<file path="src/rtl/ppg_ma_filter.sv">
// ppg_ma_filter: per-LED 16-sample moving-average DC estimate and AC residual,
// both channels sharing one add/subtract path sequenced by a small FSM.
module ppg_ma_filter #(
  parameter int DW     = 22,
  parameter int LOG2_N = 4
) (
  input  logic          clk,
  input  logic          reset_n,
  input  logic          clear,
  input  logic          new_samples,
  input  logic [DW-1:0] led_one,
  input  logic [DW-1:0] led_two,
  output logic          out_valid,
  output logic [DW-1:0] dc_one,
  output logic [DW-1:0] dc_two,
  output logic [DW:0]   ac_one,
  output logic [DW:0]   ac_two,
  output logic          primed,
  output logic          overrun
);
  localparam int N  = 1 << LOG2_N;
  localparam int SW = DW + LOG2_N;
  localparam logic [LOG2_N:0] NCNT = (LOG2_N+1)'(N);
  typedef enum logic [1:0] {IDLE, UPD1, UPD2, OUT} state_t;
  state_t          r_st;
  logic [DW-1:0]   r_s1, r_s2;
  logic [SW-1:0]   r_sum1, r_sum2;
  logic [DW-1:0]   r_h1 [N];
  logic [DW-1:0]   r_h2 [N];
  logic [LOG2_N-1:0] r_ptr;
  logic [LOG2_N:0] r_cnt;
  logic [SW-1:0]   w_sum_nx;
  logic [LOG2_N:0] w_cnt_nx;
  logic [DW-1:0]   w_dc1, w_dc2;
  // The sum already contains the evicted sample, so the subtraction never underflows.
  always_comb begin
    w_sum_nx = (r_st == UPD1) ? r_sum1 + SW'(r_s1) - SW'(r_h1[r_ptr])
                              : r_sum2 + SW'(r_s2) - SW'(r_h2[r_ptr]);
    w_cnt_nx = (r_cnt == NCNT) ? r_cnt : r_cnt + 1'b1;
    w_dc1    = DW'(r_sum1 >> LOG2_N);
    w_dc2    = DW'(r_sum2 >> LOG2_N);
  end
  always_ff @(posedge clk or negedge reset_n) begin
    if (!reset_n) begin
      r_st      <= IDLE;
      r_s1      <= '0;
      r_s2      <= '0;
      r_sum1    <= '0;
      r_sum2    <= '0;
      r_ptr     <= '0;
      r_cnt     <= '0;
      out_valid <= 1'b0;
      dc_one    <= '0;
      dc_two    <= '0;
      ac_one    <= '0;
      ac_two    <= '0;
      primed    <= 1'b0;
      overrun   <= 1'b0;
      for (int i = 0; i < N; i++) begin
        r_h1[i] <= '0;
        r_h2[i] <= '0;
      end
    end else if (clear) begin
      r_st      <= IDLE;
      r_sum1    <= '0;
      r_sum2    <= '0;
      r_ptr     <= '0;
      r_cnt     <= '0;
      out_valid <= 1'b0;
      primed    <= 1'b0;
      overrun   <= 1'b0;
      for (int i = 0; i < N; i++) begin
        r_h1[i] <= '0;
        r_h2[i] <= '0;
      end
    end else begin
      out_valid <= 1'b0;
      if (new_samples && r_st != IDLE) overrun <= 1'b1;
      case (r_st)
        IDLE: if (new_samples) begin
          r_s1 <= led_one;
          r_s2 <= led_two;
          r_st <= UPD1;
        end
        UPD1: begin
          r_sum1      <= w_sum_nx;
          r_h1[r_ptr] <= r_s1;
          r_st        <= UPD2;
        end
        UPD2: begin
          r_sum2      <= w_sum_nx;
          r_h2[r_ptr] <= r_s2;
          r_st        <= OUT;
        end
        OUT: begin
          r_ptr  <= r_ptr + 1'b1;
          r_cnt  <= w_cnt_nx;
          primed <= (w_cnt_nx == NCNT);
          if (w_cnt_nx == NCNT) begin
            dc_one    <= w_dc1;
            dc_two    <= w_dc2;
            ac_one    <= {1'b0, r_s1} - {1'b0, w_dc1};
            ac_two    <= {1'b0, r_s2} - {1'b0, w_dc2};
            out_valid <= 1'b1;
          end
          r_st <= IDLE;
        end
        default: r_st <= IDLE;
      endcase
    end
  end
endmodule

</file>
<file path="config.mk">
export PLATFORM = sky130hd
export DESIGN_NAME = ppg_ma_filter
export DESIGN_NICKNAME = d
export VERILOG_FILES = /design/src/rtl/ppg_ma_filter.sv
export SDC_FILE = /design/constraint.sdc
export NUM_CORES = 2
export LEC_CHECK = 0
export ABC_AREA = 1
export BUFFER_PORTS_ARGS = -buffer_cell sky130_fd_sc_hd__buf_4
export CORE_UTILIZATION = 60
export DETAILED_ROUTE_END_ITERATION = 10
export HOLD_SLACK_MARGIN = 0.12
export MAX_ROUTING_LAYER = met4
export PLACE_DENSITY = 0.83
export SKIP_CTS_REPAIR_TIMING = 1
export SYNTH_ARGS = -nofsm -noshare
export SYNTH_HDL_FRONTEND = slang
export SYNTH_SLANG_ARGS = --single-unit
</file>
<file path="constraint.sdc">
create_clock -name clk -period 4.53 [get_ports clk]
set_input_delay 1.359 -clock clk [delete_from_list [all_inputs] [get_ports clk]]
set_output_delay 1.359 -clock clk [all_outputs]
set_load 0.03 [all_outputs]
</file>
Word-level counts from Yosys, hierarchy flattened --
Cells that the tools add are included.
Word-level totals: register bits after elaboration 904, bits of input ports 48, output and inout bits 93, logic and storage cells 108
Cells by class: $add $sub $neg 8, $lt $le $gt $ge 2, equality and inequality tests 6, mux-type cells 34, bitwise logic cells 2, reduce and logical (&&, ||, !) cells 10
Operators by type and width (number):
- 2-to-1 mux 352 bit | 4
- bitwise mux 352 bit | 2
- binary-select mux 22 bit (select 4 bit) | 2
- 2-to-1 mux 26 bit | 5
- 2-to-1 mux 22 bit | 5
- demux 22 bit (select 4 bit) | 1
- adder 26 x 22 -> 26 bit | 2
- subtractor 26 x 22 -> 26 bit | 2
- subtractor 22 x 22 -> 23 bit | 2
- 2-to-1 mux 5 bit | 3
- == test 5 bit (second input constant) | 2
- nonzero test 2 bit | 5
- 2-to-1 mux 4 bit | 2
- one-hot mux 2 bit (4 select lines) | 1
- 2-to-1 mux 1 bit | 7
- AND reduction 3 bit | 2
- adder 5 x 1 -> 5 bit (second input constant) | 1
- greater-or-equal comparator 5 bit (second input constant) | 1
- < comparator 5 x 1 -> 1 bit (second input constant) | 1
- NOT 4 -> 5 bit | 1
- adder 4 x 1 -> 4 bit (second input constant) | 1
- == test 2 bit (second input constant) | 2
- 2-to-1 mux 2 bit | 2
- != test 3 bit (second input constant) | 1
- 4 further kinds | 5

Longest topological paths before layout --
depth after elaboration 8, gate-level depth with buffers 28, depth with buffers taken out 24

Worst setup path after synthesis --
OpenSTA, ideal clock, no wires.
kind reg-to-reg, start point reg r_ptr[0], end point reg r_sum1[18], library setup time 0.131 ns, arrival 3.538 ns, required time 4.399 ns, setup slack 0.861 ns, stages on the path, launching flop included 28, path buffers 4, period minus slack after synthesis 3.669 ns, cells stage by stage dfrtp_1 -> inv_2 -> buf_6 -> buf_6 -> buf_6 -> buf_4 -> a21oi_1 -> o21ai_0 -> a21oi_1 -> or2_1 -> or3_1 -> ha_1 -> inv_1 -> ha_1 -> inv_1 -> fa_1 -> inv_1 -> nand3_1 -> nand2_1 -> nand2_1 -> nand2_1 -> nand2_1 -> nand2_1 -> nand2_1 -> nand3_1 -> nand3_1 -> nand2_1 -> o21ai_0
Between the ends: cells in the longest elaborated chain, start to end 8, elaborated cells between the ends (all ways) 12, classes of those cells add/sub: 2; mux: 9; bitwise: 1
RTL lines:
- from (decl) | RTL line 30 | logic [LOG2_N-1:0] r_ptr;
- from (signal assigned) | RTL line 96 | r_ptr <= r_ptr + 1'b1;
- NOT 4 -> 5 bit (implied by the code) (*) | RTL line 37, 38
- binary-select mux 22 bit (select 4 bit), on equally long branches | RTL line 38, 37
- 2-to-1 mux 22 bit, on equally long branches (2 in series) | RTL line 38, 37
- subtractor 26 x 22 -> 26 bit, on equally long branches | RTL line 38, 37
- 2-to-1 mux 26 bit (*) | RTL line 37 | w_sum_nx = (r_st == UPD1) ? r_sum1 + SW'(r_s1) - SW'(r_h1[r_ptr])
- 2-to-1 mux 26 bit (*) | RTL line 79 | case (r_st)
- 2-to-1 mux 26 bit (*) | RTL line 63 | end else if (clear) begin
- to (signal assigned) | RTL line 86 | r_sum1 <= w_sum_nx;
- to (decl) | RTL line 27 | logic [SW-1:0] r_sum1, r_sum2;
Every way passes the cells marked *; elsewhere a longest branch is shown, timed or not. The select of a mux whose other input is x is not followed. A chain may end at the register's enable or synchronous reset.

Worst setup path after layout --
start point reg r_ptr[0], end point reg r_sum1[24]
Same word-level chain as after synthesis.

==> impl_metrics.tcl <==
set metrics [dict create \
    outcome "complete, but fails checks" \
    violations "design-rule violations" \
    ys_types 36 \
    core_um2 76300 \
    critPathKind "reg2reg" \
    clk_path_buf_depth 3 \
    max_clock_freq_mhz 229 \
    crit_slowest_cell "dfrtp_4" \
    place_inst 6634 \
    critPathBufInv 5 \
    crit_family "simple AND/OR/NAND/NOR gates" \
    area_delta_synth_final_pct 12.4 \
    synth_compound_area_share_pct 23.0 \
    dpl.hpwl_um 95200 \
    max-vdd-ir-drop_v 0.000456 \
    synth_mux_area_share_pct 0 \
    dpl_cell_area_um2 48900 \
    maxCapViolCount 0 \
    holdCritStartpoint "ac_one[16]" \
    cts_tree "yes" \
    post-route-period-util_pct 96.3 \
    numCtsBuffers 90 \
    die_h_um 280 \
    rrSetupSlack_ns 0.17 \
    setup_viol 0 \
    clk-insertion-delay-late_ns 0.67 \
    viasPerCell 6.17 \
    synth-simple-area-share_pct 10.1 \
    max-slew-margin-rel_pct 12.4 \
    fin_cells 6805 \
    worstMarginPinSlew_ns 1.31 \
    rsz0062_at_grt "no" \
    synthXorXnorAreaFrac_pct 0.810 \
    syn_area_um2 46500 \
    grt_pass1_wl_um 224000 \
    cp_common_cell "nand2_1" \
    grt_max_degree 141 \
    start_util_pct 60.9 \
    seq_area_um2 22600 \
    fp.dieW_um 280 \
    post-route-cell-area_um2 52200 \
    routed_wl_um 144000 \
    reg2reg_from "r_ptr[0]" \
    gr-total-overflow 0 \
    fillers 5857 \
    drv_slew 0 \
    max_stage_delay_ns 0.57 \
    drive_gt1_share_pct 9.32 \
    grt_pass1_vias 40700 \
    grt_use_total_pct 37.4 \
    tns_ns 0 \
    drtPass1Iterations 11 \
    path_cells "clkinv_8 -> buf_12 -> buf_12 -> a21oi_1 -> o21ai_1 -> a21oi_1 -> or2_0 -> or3_1 -> fa_1 -> inv_1 -> ha_2 -> nand2_1 -> nor2_1 -> inv_1 -> nor2_1 -> nand2_1 -> nand2_1 -> nand2_1 -> nand3_1 -> nand3_1 -> nand2_1 -> o21ai_0" \
    ioPinCount 141 \
    ant_nets 0 \
    finalWorstSetupSlack_ns 0.166 \
    rows 101 \
    end_kind "flip-flop" \
    required_ns 5.06 \
    critical_path.max_fanout 41 \
    hold_end "ac_one[16]" \
    period_needed_ns 4.36 \
    ys_warn_count 0 \
    power.total_mw 32.3 \
    path_depth 22 \
    netlist_instances 5640 \
    finalNetCount 5904 \
    cts-root-buf "clkbuf_16" \
    yosys.area_share.adder_pct 4.84 \
    finClkSkew_ns 0.0331 \
    cts_sinks 904 \
    syn_nets 5840 \
    whs_path_depth 2 \
    synth_top_family_by_area "compound AO/OA/AOI/OAI gates" \
    rr_worst_depth 22 \
    critPathLaunchType "flip-flop" \
    arrival_ns 4.90 \
    dieArea_um2 78600 \
    multi_input_area_um2 18200 \
    p_per_area_nw_per_um2 617 \
    cts.clk_slew.worst_paths_ns 0.06 \
    timing.rr.end "r_sum1[24]" \
    syn_area_per_cell_um2 8.24 \
    gp_congestion 0.995 \
    place_ws_ns -0.0875 \
    seq_area_frac_synth_pct 48.7 \
    power.leakage_nw 23.4 \
    hp-class "reg2reg" \
    grt_antenna_before_repair 3 \
    detail_route.wl_per_cell_um 21.2 \
    h-tree-depth 3 \
    port_buffers 140 \
    vias 42000 \
    drc 1 \
    hold_viol_final 0 \
    drtIter0Drc 5248 \
    synth_seq_cells 904 \
]
## through the flow
step | hold WS, ns | utilization, %
floorplan | 0.449 | -
global placement | 0.463 | 64.1
detailed placement | 0.467 | 64.1
CTS | 0.483 | 68.1
global route | 0.500 | 68.5
finish | 0.478 | 68.5
## worst max path at each step
stage | startpoint | endpoint | slack [ns]
floorplan | r_ptr[0] | r_sum1[18] | 0.86
global placement | r_ptr[0] | r_sum2[17] | 0.02
detailed placement | r_ptr[0] | r_sum2[17] | -0.09
CTS | r_ptr[0] | r_sum2[9] | -0.11
global route | r_ptr[0] | r_sum1[24] | 0.0005
finish | r_ptr[0] | r_sum1[24] | 0.17
## cell families (layout without fill, tap and decap cells)
family / Yosys count / in the layout
AOI/OAI and AO/OA: 1943 / 1943
buffers and inverters: 1494 / 1628
and+or+nand+nor: 1104 / 1104
DFF: 904 / 904
adders and majority gates: 152 / 152
xor gates and xnor gates: 43 / 43
other: 0 / 1
## cell usage in the layout (no fill, tap or decap), types with 12 or more instances in the layout
cell type / count
xor2_1: 21
nand4_1: 25
clkbuf_16: 94
o21ai_2: 21
nor2_1: 183
o21ai_1: 39
inv_1: 1103
buf_12: 16
nand3_1: 136
nand2_1: 623
a21oi_1: 664
or2_1: 22
nor3_1: 21
clkinv_1: 23
o22ai_1: 709
clkbuf_8: 26
or3_1: 42
o21bai_1: 12
clkinv_2: 14
clkbuf_1: 16
o21ai_0: 483
xnor2_1: 22
fa_1: 46
ha_1: 99
dfrtp_1: 902
or2_0: 22
buf_4: 300
## power by group
| part | internal (mW) | switching [mW] | total [mW] |
|---|---|---|---|
| clock | 4.34 | 3.31 | 7.65 |
| combinational | 5.28 | 10.5 | 15.7 |
| sequential | 8.50 | 0.358 | 8.86 |
## routing by layer
layer / routed length (µm) / up-vias / track usage, % / share of wire [%]
met1: 56400 / 20200 / 49.6 / 39
met2: 67600 / 2560 / 57.9 / 47
met5: 0 / - / - / 0
li1: - / 18800 / - / -
met3: 15700 / 372 / 6.94 / 11
met4: 4540 / 0 / 12.9 / 3.1
## tightest hold or removal path, delay by kind of cell (launching register included)
family / cells / cell delay (ns)
DFF: 1 / 0.34
and+or+nand+nor: 2 / 0.10
## state kept, by name (all words and copies together) (netlist names)
register	cells
dc_two	22
r_st	2
r_s2	22
r_sum2	26
overrun	1
primed	1
r_ptr	4
ac_two	23
r_sum1	26
ac_one	23
r_s1	22
out_valid	1
r_h2	352
r_cnt	5
dc_one	22
r_h1	352
## Yosys cell counts, drive strengths merged
cell | number | area share, %
nand3b | 6 | 0.097
nand2 | 624 | 5.0
a31oi | 1 | 0.013
nor4 | 2 | 0.027
nand4 | 25 | 0.34
clkbuf | 209 | 1.7
buf | 152 | 1.8
o22ai | 709 | 9.5
xnor2 | 22 | 0.41
nand3 | 142 | 1.5
clkinv | 22 | 0.18
nor3 | 21 | 0.23
dfrtp | 904 | 49
o21bai | 12 | 0.19
or2 | 49 | 0.66
a21o | 4 | 0.065
o21ai | 543 | 5.8
o221ai | 1 | 0.019
inv | 1111 | 9.0
nor2 | 190 | 1.5
a21boi | 5 | 0.081
and2 | 1 | 0.013
fa | 46 | 2.0
xor2 | 21 | 0.40
ha | 106 | 2.9
o21a | 3 | 0.048
a21oi | 665 | 7.2
or3 | 44 | 0.59
## area by class of cell
| class | count | area share [%] |
|---|---|---|
| flip-flops and latches | 904 | 43.3 |
| multi-input cells | 3242 | 34.7 |
| clock inverters | 30 | 0.680 |
| repair buffers | 332 | 5.49 |
| clock buffers | 132 | 5.11 |
| inverters | 1133 | 8.18 |
| repair inverters | 1 | 0.0168 |
| diodes | 1 | 0.00479 |
| well taps | 1030 | 2.47 |
Power figures use the tool's default switching activity.
